`src/rtl/rgmii_frame_tx.sv`:
```
// rgmii_frame_tx
//   Builds and transmits one Ethernet II frame per request over an RGMII
//   transmit interface:
//   preamble, SFD, header, payload, optional zero padding, FCS, then an
//   inter-frame gap.
//
//   Configuration macro: RGMII_FRAME_TX_PAD_EN
//     Defined   - short payloads are zero-padded up to MIN_PAYLOAD bytes.
//     Undefined - no PAD state; short payloads go out unpadded.
//
//   Ports
//     clk125     in   125 MHz byte clock, all state on the rising edge
//     rst_n      in   asynchronous active-low reset
//     start      in   frame request, only looked at while idle
//     dst_mac    in   destination MAC, bits [7:0] sent first
//     src_mac    in   source MAC, bits [7:0] sent first
//     ethertype  in   sent [15:8] first
//     len        in   payload byte count (clamped to MAX_PAYLOAD)
//     s_data     in   payload byte
//     s_valid    in   payload byte valid
//     s_ready    out  payload byte accepted this cycle (payload phase only)
//     busy       out  frame in progress (cycle after accept through done)
//     done       out  one-cycle pulse at the end of the inter-frame gap
//     underrun   out  sticky: payload starved during the current/last frame
//     txctl      out  RGMII TX_CTL (frame byte valid)
//     txd        out  RGMII TXD, DDR: low nibble while clk125=1, high nibble while clk125=0
module rgmii_frame_tx #(
  parameter int unsigned MAX_PAYLOAD = 1500,
  parameter int unsigned MIN_PAYLOAD = 46,
  parameter int unsigned IFG_BYTES   = 12
) (
  input  logic        clk125,
  input  logic        rst_n,
  input  logic        start,
  input  logic [47:0] dst_mac,
  input  logic [47:0] src_mac,
  input  logic [15:0] ethertype,
  input  logic [10:0] len,
  input  logic [7:0]  s_data,
  input  logic        s_valid,
  output logic        s_ready,
  output logic        busy,
  output logic        done,
  output logic        underrun,
  output logic        txctl,
  output logic [3:0]  txd
);

  // Counters are 11 bits wide, so the limits must fit; the inter-frame gap needs at least one cycle.
  if (MAX_PAYLOAD > 2047 || MIN_PAYLOAD > 2047 || IFG_BYTES < 1) begin : g_param_check
    $error("rgmii_frame_tx: parameter out of range");
  end

  typedef enum logic [2:0] {
    StIdle,
    StPre,
    StSfd,
    StHdr,
    StPay,
`ifdef RGMII_FRAME_TX_PAD_EN
    StPad,
`endif
    StFcs,
    StIfg
  } state_t;

  localparam logic [10:0] MaxLen = 11'(MAX_PAYLOAD);
`ifdef RGMII_FRAME_TX_PAD_EN
  localparam logic [10:0] MinLen = 11'(MIN_PAYLOAD);
`endif

  state_t         state_q;
  logic [10:0]    cnt_q;      // byte index within PRE/HDR/FCS/IFG
  logic [10:0]    dcnt_q;     // payload + pad bytes emitted so far
  logic [10:0]    len_q;
  logic [111:0]   hdr_q;      // header shifted out LSB first
  logic [31:0]    crc_q;
  logic [7:0]     sel_byte_q; // stage 1: selected byte
  logic           sel_vld_q;
  logic [7:0]     out_byte_q; // stage 2: byte on the wire

  logic [10:0]    len_clamped;
  logic [7:0]     cur_byte;
  logic           cur_vld;
  logic [31:0]    crc_next;
  logic [31:0]    fcs_word;

  function automatic logic [31:0] crc32_byte(input logic [31:0] c, input logic [7:0] b);
    logic [31:0] r;
    r = c ^ {24'h000000, b};
    for (int i = 0; i < 8; i++) begin
      r = r[0] ? ((r >> 1) ^ 32'hEDB88320) : (r >> 1);
    end
    return r;
  endfunction

  // Where to go once n payload/pad bytes have been emitted.
  function automatic state_t data_next(input logic [10:0] n);
    if (n < len_q) return StPay;
`ifdef RGMII_FRAME_TX_PAD_EN
    if (n < MinLen) return StPad;
`endif
    return StFcs;
  endfunction

  assign len_clamped = (len > MaxLen) ? MaxLen : len;

  // An underrun frame carries the correct CRC un-complemented, i.e. the inverse of a valid FCS.
  assign fcs_word = underrun ? crc_q : ~crc_q;

  assign s_ready = (state_q == StPay);

  always_comb begin
    cur_byte = 8'h00;
    cur_vld  = 1'b0;
    case (state_q)
      StPre: begin
        cur_byte = 8'h55;
        cur_vld  = 1'b1;
      end
      StSfd: begin
        cur_byte = 8'hD5;
        cur_vld  = 1'b1;
      end
      StHdr: begin
        cur_byte = hdr_q[7:0];
        cur_vld  = 1'b1;
      end
      StPay: begin
        cur_byte = s_valid ? s_data : 8'h00;
        cur_vld  = 1'b1;
      end
`ifdef RGMII_FRAME_TX_PAD_EN
      StPad: begin
        cur_byte = 8'h00;
        cur_vld  = 1'b1;
      end
`endif
      StFcs: begin
        cur_byte = fcs_word[{cnt_q[1:0], 3'b000} +: 8];
        cur_vld  = 1'b1;
      end
      default: begin
        cur_byte = 8'h00;
        cur_vld  = 1'b0;
      end
    endcase
  end

  assign crc_next = crc32_byte(crc_q, cur_byte);

  always_ff @(posedge clk125 or negedge rst_n) begin
    if (!rst_n) begin
      state_q    <= StIdle;
      cnt_q      <= 11'd0;
      dcnt_q     <= 11'd0;
      len_q      <= 11'd0;
      hdr_q      <= '0;
      crc_q      <= 32'h0;
      underrun   <= 1'b0;
      busy       <= 1'b0;
      done       <= 1'b0;
      sel_byte_q <= 8'h00;
      sel_vld_q  <= 1'b0;
      out_byte_q <= 8'h00;
      txctl      <= 1'b0;
    end else begin
      sel_byte_q <= cur_byte;
      sel_vld_q  <= cur_vld;
      out_byte_q <= sel_byte_q;
      txctl      <= sel_vld_q;
      done       <= 1'b0;

      case (state_q)
        StIdle: begin
          if (start) begin
            hdr_q    <= {ethertype[7:0], ethertype[15:8], src_mac, dst_mac};
            len_q    <= len_clamped;
            underrun <= 1'b0;
            busy     <= 1'b1;
            cnt_q    <= 11'd0;
            dcnt_q   <= 11'd0;
            state_q  <= StPre;
          end
        end
        StPre: begin
          crc_q <= 32'hFFFFFFFF;
          if (cnt_q == 11'd6) begin
            cnt_q   <= 11'd0;
            state_q <= StSfd;
          end else begin
            cnt_q <= cnt_q + 11'd1;
          end
        end
        StSfd: begin
          crc_q   <= 32'hFFFFFFFF;
          cnt_q   <= 11'd0;
          state_q <= StHdr;
        end
        StHdr: begin
          crc_q <= crc_next;
          hdr_q <= {8'h00, hdr_q[111:8]};
          if (cnt_q == 11'd13) begin
            cnt_q   <= 11'd0;
            dcnt_q  <= 11'd0;
            state_q <= data_next(11'd0);
          end else begin
            cnt_q <= cnt_q + 11'd1;
          end
        end
        StPay: begin
          crc_q  <= crc_next;
          dcnt_q <= dcnt_q + 11'd1;
          if (!s_valid) underrun <= 1'b1;
          state_q <= data_next(dcnt_q + 11'd1);
        end
`ifdef RGMII_FRAME_TX_PAD_EN
        StPad: begin
          crc_q   <= crc_next;
          dcnt_q  <= dcnt_q + 11'd1;
          state_q <= data_next(dcnt_q + 11'd1);
        end
`endif
        StFcs: begin
          if (cnt_q == 11'd3) begin
            cnt_q   <= 11'd0;
            state_q <= StIfg;
            // With a one-cycle gap the done pulse lands in that single IFG cycle.
            done    <= (IFG_BYTES == 1);
          end else begin
            cnt_q <= cnt_q + 11'd1;
          end
        end
        StIfg: begin
          // done is high during the last gap cycle so the following cycle is a plain IDLE
          // in which a held start is accepted.
          done <= ({21'd0, cnt_q} + 32'd2 == IFG_BYTES);
          if ({21'd0, cnt_q} + 32'd1 == IFG_BYTES) begin
            cnt_q   <= 11'd0;
            busy    <= 1'b0;
            state_q <= StIdle;
          end else begin
            cnt_q <= cnt_q + 11'd1;
          end
        end
        default: begin
          state_q <= StIdle;
        end
      endcase
    end
  end

  // DDR output: low nibble on the high clock phase, high nibble on the low phase.
  assign txd = clk125 ? out_byte_q[3:0] : out_byte_q[7:4];

endmodule

```
`config.mk`:
```
export PLATFORM = sky130hd
export DESIGN_NAME = rgmii_frame_tx
export DESIGN_NICKNAME = d
export VERILOG_FILES = /design/src/rtl/rgmii_frame_tx.sv
export SDC_FILE = /design/constraint.sdc
export NUM_CORES = 1
export LEC_CHECK = 0
export BUFFER_PORTS_ARGS = -buffer_cell sky130_fd_sc_hd__buf_2
export CAP_MARGIN = 25
export CORE_MARGIN = 3
export CORE_UTILIZATION = 43
export CTS_BUF_LIST = sky130_fd_sc_hd__clkbuf_8 sky130_fd_sc_hd__clkbuf_16
export DETAILED_ROUTE_END_ITERATION = 8
export HOLD_SLACK_MARGIN = 0.08
export PLACE_DENSITY = 0.64
export SYNTH_ARGS = -nofsm -noshare
export SYNTH_HDL_FRONTEND = slang
export SYNTH_SLANG_ARGS = --single-unit
```
`constraint.sdc`:
```
create_clock -name clk125 -period 3.55 [get_ports clk125]
set_input_delay 0.71 -clock clk125 [delete_from_list [all_inputs] [get_ports clk125]]
set_output_delay 0.71 -clock clk125 [all_outputs]
set_load 0.02 [all_outputs]
```
==> flow_summary.toml <==
[grt]
met2_usage_pct = 32.14
grt_usage_pct = 20.48
grt_pass1_wl_um = 43280
grt_pass1_vias = 8461
grt.overflow.total = 0
met3_usage_pct = 4.332
met1_usage_pct = 28.36
grt_busiest_layer = "met2"
antenna_found_initial = 1
grt_max_degree = 96

[synthesis]
yosysSeqAreaShare_pct = 49.25
synthTopCellsByCount = "nand2_1 (252), dfrtp_1 (201), nor2_1 (162), a31oi_1 (109), clkbuf_1 (71)"
syn-num-nets = 1291
ys_types = 54
synth_area_um2 = 10210
synth-edff-count = 0
yosysTopAreaCellShare_pct = 49.25
yosys-top-cells-area = "dfrtp_1 (49%), nand2_1 (9.3%), a31oi_1 (6.7%)"
syn_inst = 1141
ys_ff_latch = 201
yosys.area.top_type = "dfrtp_1"
ys_warn_count = 0
synth-main-ff-cell = "dfrtp_1"
async_flop_share_pct = 100.0
synth.avg_cell_area_um2 = 8.951
yosysMostFrequentCell = "nand2_1"

[cts]
cts-resized-gates = 0
cts.clk_slew.worst_paths_ns = 0.06
insertion_delay_ns = 0.62
cts_setup_buffers = 0
cts_tree = "yes"
cts_hold_buf = 0

[setup_path]
critPathMaxFanout = 14
path_class = "register to output pin"
worstSetupEndpointType = "output pin"
cp.required_ns = 2.84
cp-start-kind = "register"
cp.arrival_ns = 2.57

[timing]
relSlewSlack_pct = 45.53
post-route-min-period_ns = 3.283
rsz0062_at_grt = "no"
fin_crit_sh_pct = 92.47
fin_tns_setup_ns = 0
finalSetupViolCount = 0
fmax_mhz = 304.6
hold_viol_final = 0
finalMaxSlewViolations = 0
tightest_slew_ns = 0.8133
clock_skew_ns = 0.008964

[drt]
wl_um = 26130
drc = 0
ant_nets = 0
via_per_inst = 5.347
drt-pass1-iter-count = 5
drt_iter0_drc = 574
num_vias = 8496
wl_per_cell_um = 16.44

[die]
dieArea_um2 = 25640
dieWidth_um = 160.1
fp.dieH_um = 160.1
core_area_um2 = 22980
initial_core_util_pct = 44.44
row_count = 55
num_io_pins = 144

[placed_design]
place_congestion = 0.8952
io_buffer_count = 143
hpwl_um = 17690

[cells_and_area]
nFillCells = 2189
regArea_um2 = 5030
n_antenna_cell = 0
utilization_pct = 52.78
nets = 1410
drive_gt1_share_pct = 18.73
area_growth_syn_to_layout_pct = 18.77
multi_input_comb_area_um2 = 4813

[power_and_ir_drop]
p_leak_nw = 5.510
p_per_area_nw_per_um2 = 1112
ir_drop_uv = 631.7

[min_path]
min_path_type = "input pin to async pin"

[run_status]
outcome = "complete, no violations"

[job]
cap_violations = 0
==> sequential cells by signal, summed over array words and instances (netlist names) <==
register    cells
hdr_q         112
dcnt_q         11
done            1
cnt_q          11
busy            1
txctl           1
state_q         3
len_q          11
sel_vld_q       1
underrun        1
out_byte_q      8
crc_q          32
sel_byte_q      8
==> per-stage QoR <==
stage	area (um2)	hold WS, ns	setup WS, ns	total power, W	cells
floorplan	10210	0.3312	0.7151	0.009333	1141
global placement	11310	0.3325	0.5253	0.01085	1544
detailed placement	11310	0.3362	0.4679	0.01098	1544
CTS	12130	0.1819	0.2409	0.01358	1589
global route	12130	0.2039	0.04844	0.01453	1589
finish	12130	0.1461	0.2672	0.01348	1589
==> cells by family (layout without fill, tap and decap cells) <==
kind of cell | Yosys count | count (layout) | synth area share [%]
AOI/OAI and AO/OA | 242 | 242 | 14.79
muxes | 14 | 14 | 2.401
buffers and inverters | 104 | 239 | 3.994
and+or+nand+nor | 471 | 471 | 18.50
adders and majority gates | 15 | 15 | 1.838
xor gates and xnor gates | 94 | 94 | 9.237
DFF | 201 | 201 | 49.25
==> placed cells by master (no fill, tap or decap), types with 4 or more instances in the layout <==
master / count
nand3b_1: 4
nand2_1: 252
clkinv_2: 5
clkbuf_16: 27
a21oi_1: 52
o31ai_1: 4
buf_4: 20
buf_12: 5
nor3_1: 9
buf_2: 142
xnor2_1: 59
o21ai_0: 32
a22o_1: 8
dfrtp_1: 201
o41ai_1: 4
xnor2_2: 11
inv_1: 30
nand3_1: 16
ha_1: 15
nand4_1: 5
nor2_1: 162
a22oi_1: 4
and3_1: 8
a31oi_1: 109
xor2_1: 21
clkbuf_8: 8
o22a_1: 5
mux2_2: 4
mux4_2: 8
==> report_power, final <==
group          internal, W  switching, W
clock              0.00158       0.00107
combinational      0.00306       0.00378
sequential         0.00332      0.000667
==> layout make-up <==
cell class,instances,share of cell area [%]
inverters,26,0.8045
flip-flops and latches,201,41.46
multi-input cells,836,39.68
repair buffers,164,7.870
well taps,313,3.228
clock inverters,11,0.4229
clock buffers,38,6.529
==> path summary, 6_finish.rpt <==
| check | from | to | slack, ns | cells past startpoint |
|---|---|---|---|---|
| worst max-delay path | state_q[2] | s_ready | 0.27 | 6 |
| worst min-delay path | rst_n | crc_q[30] | 0.15 | 1 |
| worst max register to register | cnt_q[0] | crc_q[21] | 0.45 | 9 |
| worst min register to register | sel_byte_q[0] | out_byte_q[0] | 0.35 | 0 |
| max in group asynchronous | rst_n | hdr_q[108] | 2.57 | 2 |
| min in group clk125 | ethertype[5] | hdr_q[109] | 0.32 | 3 |
==> layer usage <==
layer	vias up	wire, um	share of wire [%]
li1	4117	-	-
met1	4085	11770	45
met2	239	12190	47
met3	53	1483	5.7
met4	2	673	2.6
met5	-	8	0.031
==> worst max-delay path, stage by stage, from the launching register on <==
cell	delay, ns
dfrtp_1	0.63
clkinv_1	0.16
buf_4	0.21
or3_1	0.48
inv_1	0.09
buf_4	0.19
buf_2	0.19
Power figures use the tool's default switching activity.
